### src/rtl/compl_mul_round_pkg.sv
// Shared widths and component types for the complex multiply-round datapath.
package compl_mul_round_pkg;

    localparam int IN_W_DEF   = 18;
    localparam int FRAC_W_DEF = 16;
    localparam int OUT_W_DEF  = 19;
    // Two products summed: one extra bit over the full product width avoids overflow.
    localparam int SUM_W_DEF  = 2 * IN_W_DEF + 1;

    typedef logic signed [IN_W_DEF-1:0]  in_t;
    typedef logic signed [SUM_W_DEF-1:0] sum_t;
    typedef logic signed [OUT_W_DEF-1:0] out_t;

endpackage

### src/rtl/compl_mul_round_round_sat.sv
// Round-half-up by FRAC_W bits, then saturate (COMPL_MUL_ROUND_SAT_EN) or wrap to OUT_W.
module round_sat
    import compl_mul_round_pkg::*;
#(
    parameter int SUM_W  = SUM_W_DEF,
    parameter int FRAC_W = FRAC_W_DEF,
    parameter int OUT_W  = OUT_W_DEF
) (
    input  logic [SUM_W-1:0] sum,
    output logic [OUT_W-1:0] result
);

    localparam int EXT_W = SUM_W + 1;
    localparam int RND_W = EXT_W - FRAC_W;
    localparam logic [EXT_W-1:0] HALF = EXT_W'(1) << (FRAC_W - 1);

    logic [EXT_W-1:0] biased;
    logic [RND_W-1:0] rounded;

    // Sign-extend by one bit so the rounding offset can never overflow; taking the
    // upper bits is then an exact arithmetic shift right.
    assign biased  = {sum[SUM_W-1], sum} + HALF;
    assign rounded = biased[EXT_W-1:FRAC_W];

    generate
        if (RND_W > OUT_W) begin : g_narrow
`ifdef COMPL_MUL_ROUND_SAT_EN
            logic [RND_W-OUT_W:0] top_bits;
            logic                 fits;

            assign top_bits = rounded[RND_W-1:OUT_W-1];
            assign fits     = (&top_bits) | (~|top_bits);

            always_comb begin
                if (fits) begin
                    result = rounded[OUT_W-1:0];
                end else if (rounded[RND_W-1]) begin
                    result = {1'b1, {(OUT_W-1){1'b0}}};
                end else begin
                    result = {1'b0, {(OUT_W-1){1'b1}}};
                end
            end
`else
            assign result = rounded[OUT_W-1:0];
`endif
        end else begin : g_wide
            assign result = {{(OUT_W-RND_W){rounded[RND_W-1]}}, rounded};
        end
    endgenerate

endmodule

### src/rtl/compl_mul_round.sv
// Registered complex multiply (a * b, b in Q1.FRAC_W) with rounding; saturation is
// selected by COMPL_MUL_ROUND_SAT_EN, otherwise results wrap to OUT_W bits.
module compl_mul_round
    import compl_mul_round_pkg::*;
#(
    parameter int IN_W   = IN_W_DEF,
    parameter int FRAC_W = FRAC_W_DEF,
    parameter int OUT_W  = OUT_W_DEF
) (
    input  logic                    clk_i,
    input  logic                    srst_i,
    input  logic signed [IN_W-1:0]  data_a_i_i,
    input  logic signed [IN_W-1:0]  data_a_q_i,
    input  logic signed [IN_W-1:0]  data_b_i_i,
    input  logic signed [IN_W-1:0]  data_b_q_i,
    output logic signed [OUT_W-1:0] data_i_o,
    output logic signed [OUT_W-1:0] data_q_o
);

    localparam int PROD_W = 2 * IN_W;
    localparam int SUM_W  = PROD_W + 1;

    logic signed [PROD_W-1:0] prod_ii, prod_qq, prod_iq, prod_qi;
    logic signed [SUM_W-1:0]  sum_re, sum_im;
    logic        [OUT_W-1:0]  rnd_re, rnd_im;

    assign prod_ii = data_a_i_i * data_b_i_i;
    assign prod_qq = data_a_q_i * data_b_q_i;
    assign prod_iq = data_a_i_i * data_b_q_i;
    assign prod_qi = data_a_q_i * data_b_i_i;

    assign sum_re = SUM_W'(prod_ii) - SUM_W'(prod_qq);
    assign sum_im = SUM_W'(prod_iq) + SUM_W'(prod_qi);

    round_sat #(
        .SUM_W  (SUM_W),
        .FRAC_W (FRAC_W),
        .OUT_W  (OUT_W)
    ) u_round_re (
        .sum    (sum_re),
        .result (rnd_re)
    );

    round_sat #(
        .SUM_W  (SUM_W),
        .FRAC_W (FRAC_W),
        .OUT_W  (OUT_W)
    ) u_round_im (
        .sum    (sum_im),
        .result (rnd_im)
    );

    always_ff @(posedge clk_i or posedge srst_i) begin
        if (srst_i) begin
            data_i_o <= '0;
            data_q_o <= '0;
        end else begin
            data_i_o <= rnd_re;
            data_q_o <= rnd_im;
        end
    end

endmodule

### config.mk
export PLATFORM = sky130hd
export DESIGN_NAME = compl_mul_round
export DESIGN_NICKNAME = d
export VERILOG_FILES = /design/src/rtl/compl_mul_round_pkg.sv /design/src/rtl/compl_mul_round_round_sat.sv /design/src/rtl/compl_mul_round.sv
export SDC_FILE = /design/constraint.sdc
export NUM_CORES = 2
export LEC_CHECK = 0
export CAP_MARGIN = 15
export CORE_ASPECT_RATIO = 0.75
export CORE_MARGIN = 8
export CORE_UTILIZATION = 35
export DETAILED_ROUTE_END_ITERATION = 16
export PLACE_DENSITY = 0.62
export SLEW_MARGIN = 25
export SYNTH_ARGS = -nofsm -noshare
export SYNTH_HDL_FRONTEND = slang
export SYNTH_SLANG_ARGS = --single-unit
### constraint.sdc
create_clock -name clk_i -period 1.4 [get_ports clk_i]
set_input_delay 0.21 -clock clk_i [delete_from_list [all_inputs] [get_ports clk_i]]
set_output_delay 0.21 -clock clk_i [all_outputs]
set_load 0.05 [all_outputs]
==> impl_metrics.toml <==
[run_status]
status = "finished with violations"
violations = "setup timing"

[critical_path]
cp_data_required_time_ns = 1.64
path_class = "input port to register"
cp_max_fo = 5
crit_path_end_kind = "register"
arrival_ns = 7.07
cp-start-kind = "input port"
cp-startpoint = "data_b_i_i[5]"

[cts]
clk_path_buf_depth = 2
clock_sinks = 38
holdBufCountCts = 0
htree_levels = 2
clkTransAtPathRegs_ns = 0.07
tritoncts = "yes"
cts_root_buf = "clkbuf_16"
cts-buffers-inserted = 5

[floorplan]
rows = 117
die_h_um = 337
ioPinCount = 112
coreArea_um2 = 136000
start_util_pct = 35.3
dieWidth_um = 444
dieArea_um2 = 150000

[detailed_routing]
drt_iter0_drc = 2615
dr.max_layer_used = "met5"
m1WireLength_um = 62000
ant_nets = 0
wl_per_cell_um = 20.2
wl_met2_um = 68700
dr_total_vias = 35318
drcViolationCount = 0
dr.pass1.iters = 5
met3_length_um = 14000
wirelength_um = 151000
via_per_inst = 4.72

[cells_and_area]
final_common_cell = "inv_1"
nNetsFinal = 7490
multi_input_area_um2 = 42000
fillers = 12628
seqCellArea_um2 = 951
layout-drive-gt1-share_pct = 21.5
final_cell_mix = "inv_1, fa_1, nand2_1"
area_delta_synth_final_pct = 26.6

[global_route]
grt_pass1_wl_um = 237000
grt_pass1_vias = 40123
grtUsageTotal_pct = 20.6
grt_max_degree = 39
antenna_found_initial = 6
grt_overflow = 0

[worst_hold_path]
hp-class = "input port to async pin"

[yosys]
synth_seq_cells = 38
netlist_area_um2 = 48100
synthFlopType = "dfrtp_1"
syn_area_per_cell_um2 = 9.40
yosysSeqAreaShare_pct = 1.98
synthArstFlopShare_pct = 100
syn_nets = 6911
ys_warn_count = 0
postSynthCellCount = 5116
synthDistinctLibCells = 59
synth_edf_count = 0

[sta]
relSlewSlack_pct = 66.8
hold_violations = 0
slew_violations = 0
post-route-period-util_pct = 488
tightest_slew_ns = 0.496
period_needed_ns = 6.83
whs_ns = 0.233
fmax_mhz = 146
worst_slack_ns = -5.43
grt_setup_unrepaired = "true"
finalSetupViolations = 38

[placement]
place_congestion = 0.903
place.detailed.hpwl_um = 119000
portBuffers = 111

[run]
maxCapViolCount = 0
## state kept, by name, summed over array words and instances (netlist names)
name	cells
data_q_o	19
data_i_o	19
## cells in the mapped netlist, types with 7 or more instances
cell type	n	area (um2)
a21oi_1	39	195
inv_1	1492	5600
nand3_1	7	35.0
o21ai_0	15	75.1
ha_1	308	3850
a31oi_1	7	43.8
xor2_1	16	140
a21o_1	14	105
nor3_1	10	50.1
nor2b_1	7	43.8
nand2_1	698	2620
nor2_1	60	225
fa_1	1413	28300
dfrtp_1	38	951
nand2b_1	31	194
clkbuf_1	269	1010
xnor2_1	72	631
and2_1	544	3400
## worst max-delay path, cell delays in order
cell	delay [ns]
buf_6	0.12
buf_12	0.12
buf_12	0.12
buf_16	0.13
and2_4	0.13
fa_1	0.56
inv_2	0.05
fa_1	0.47
inv_1	0.05
fa_1	0.49
fa_1	0.58
fa_1	0.47
fa_2	0.55
fa_1	0.44
fa_1	0.56
ha_4	0.23
a21bo_4	0.17
o2bb2ai_2	0.06
or2_4	0.27
o311a_4	0.40
o31a_1	0.26
or4_1	0.50
o311ai_1	0.11
## layer usage
metal | up-vias | global-route usage (%)
met5 | - | 0
met4 | 2 | 6.52
met3 | 295 | 4.78
met2 | 1399 | 33.3
met1 | 18277 | 27.6
li1 | 15345 | -
## cell type report
cell class / instances / share of cell area, %
inverters: 1494 / 9.25
diodes: 3 / 0.0123
multi-input cells: 3310 / 69.0
clock inverters: 1 / 0.00823
well taps: 1785 / 3.67
clock buffers: 7 / 0.234
flip-flops and latches: 38 / 1.56
repair buffers: 846 / 16.3
## metrics by stage
stage               setup WS [ns]  setup TNS (ns)  utilization [%]  cell area (um2)  instances
finish                      -5.43         -194.17             44.7            60800       7484
global route                -5.57         -200.95             44.7            60800       7483
CTS                         -5.44         -194.32             44.2            60100       7454
detailed placement          -6.53         -229.05             41.2            56000       7260
global placement            -6.50         -228.01             41.2            56000       7260
floorplan                   -5.46         -189.60                -            48700       5116
## how the worst max path moves through the flow
stage	endpoint	slack (ns)	cells past startpoint
finish	data_q_o[12]$_DFF_PP0_	-5.43	23
global route	data_q_o[12]$_DFF_PP0_	-5.57	24
CTS	data_q_o[12]$_DFF_PP0_	-5.44	27
detailed placement	data_i_o[12]$_DFF_PP0_	-6.53	24
global placement	data_i_o[12]$_DFF_PP0_	-6.50	24
floorplan	data_q_o[12]$_DFF_PP0_	-5.46	25
## cells by family (layout without fill, tap and decap cells)
group                    after synthesis  after routing  synth area share (%)
adder cells (fa/ha/maj)             1721           1721                  66.9
AND/OR/NAND/NOR                     1383           1383                  14.0
other                                  0              3                     0
AO/OA/AOI/OAI                        117            117                  1.65
flip-flops                            38             38                  1.98
buffers and inverters               1768           2348                  13.8
XOR/XNOR                              89             89                  1.65
## timing repair
item,4_1_cts,5_1_grt
cloned,43,1
gates resized for setup,678,208
setup buffers,152,35
setup endpoints to repair,38,38
pin swaps,272,194
Power is left out: the tool's default activity adds up to more than one toggle a clock period on the data nets, which glitch-free logic cannot reach.
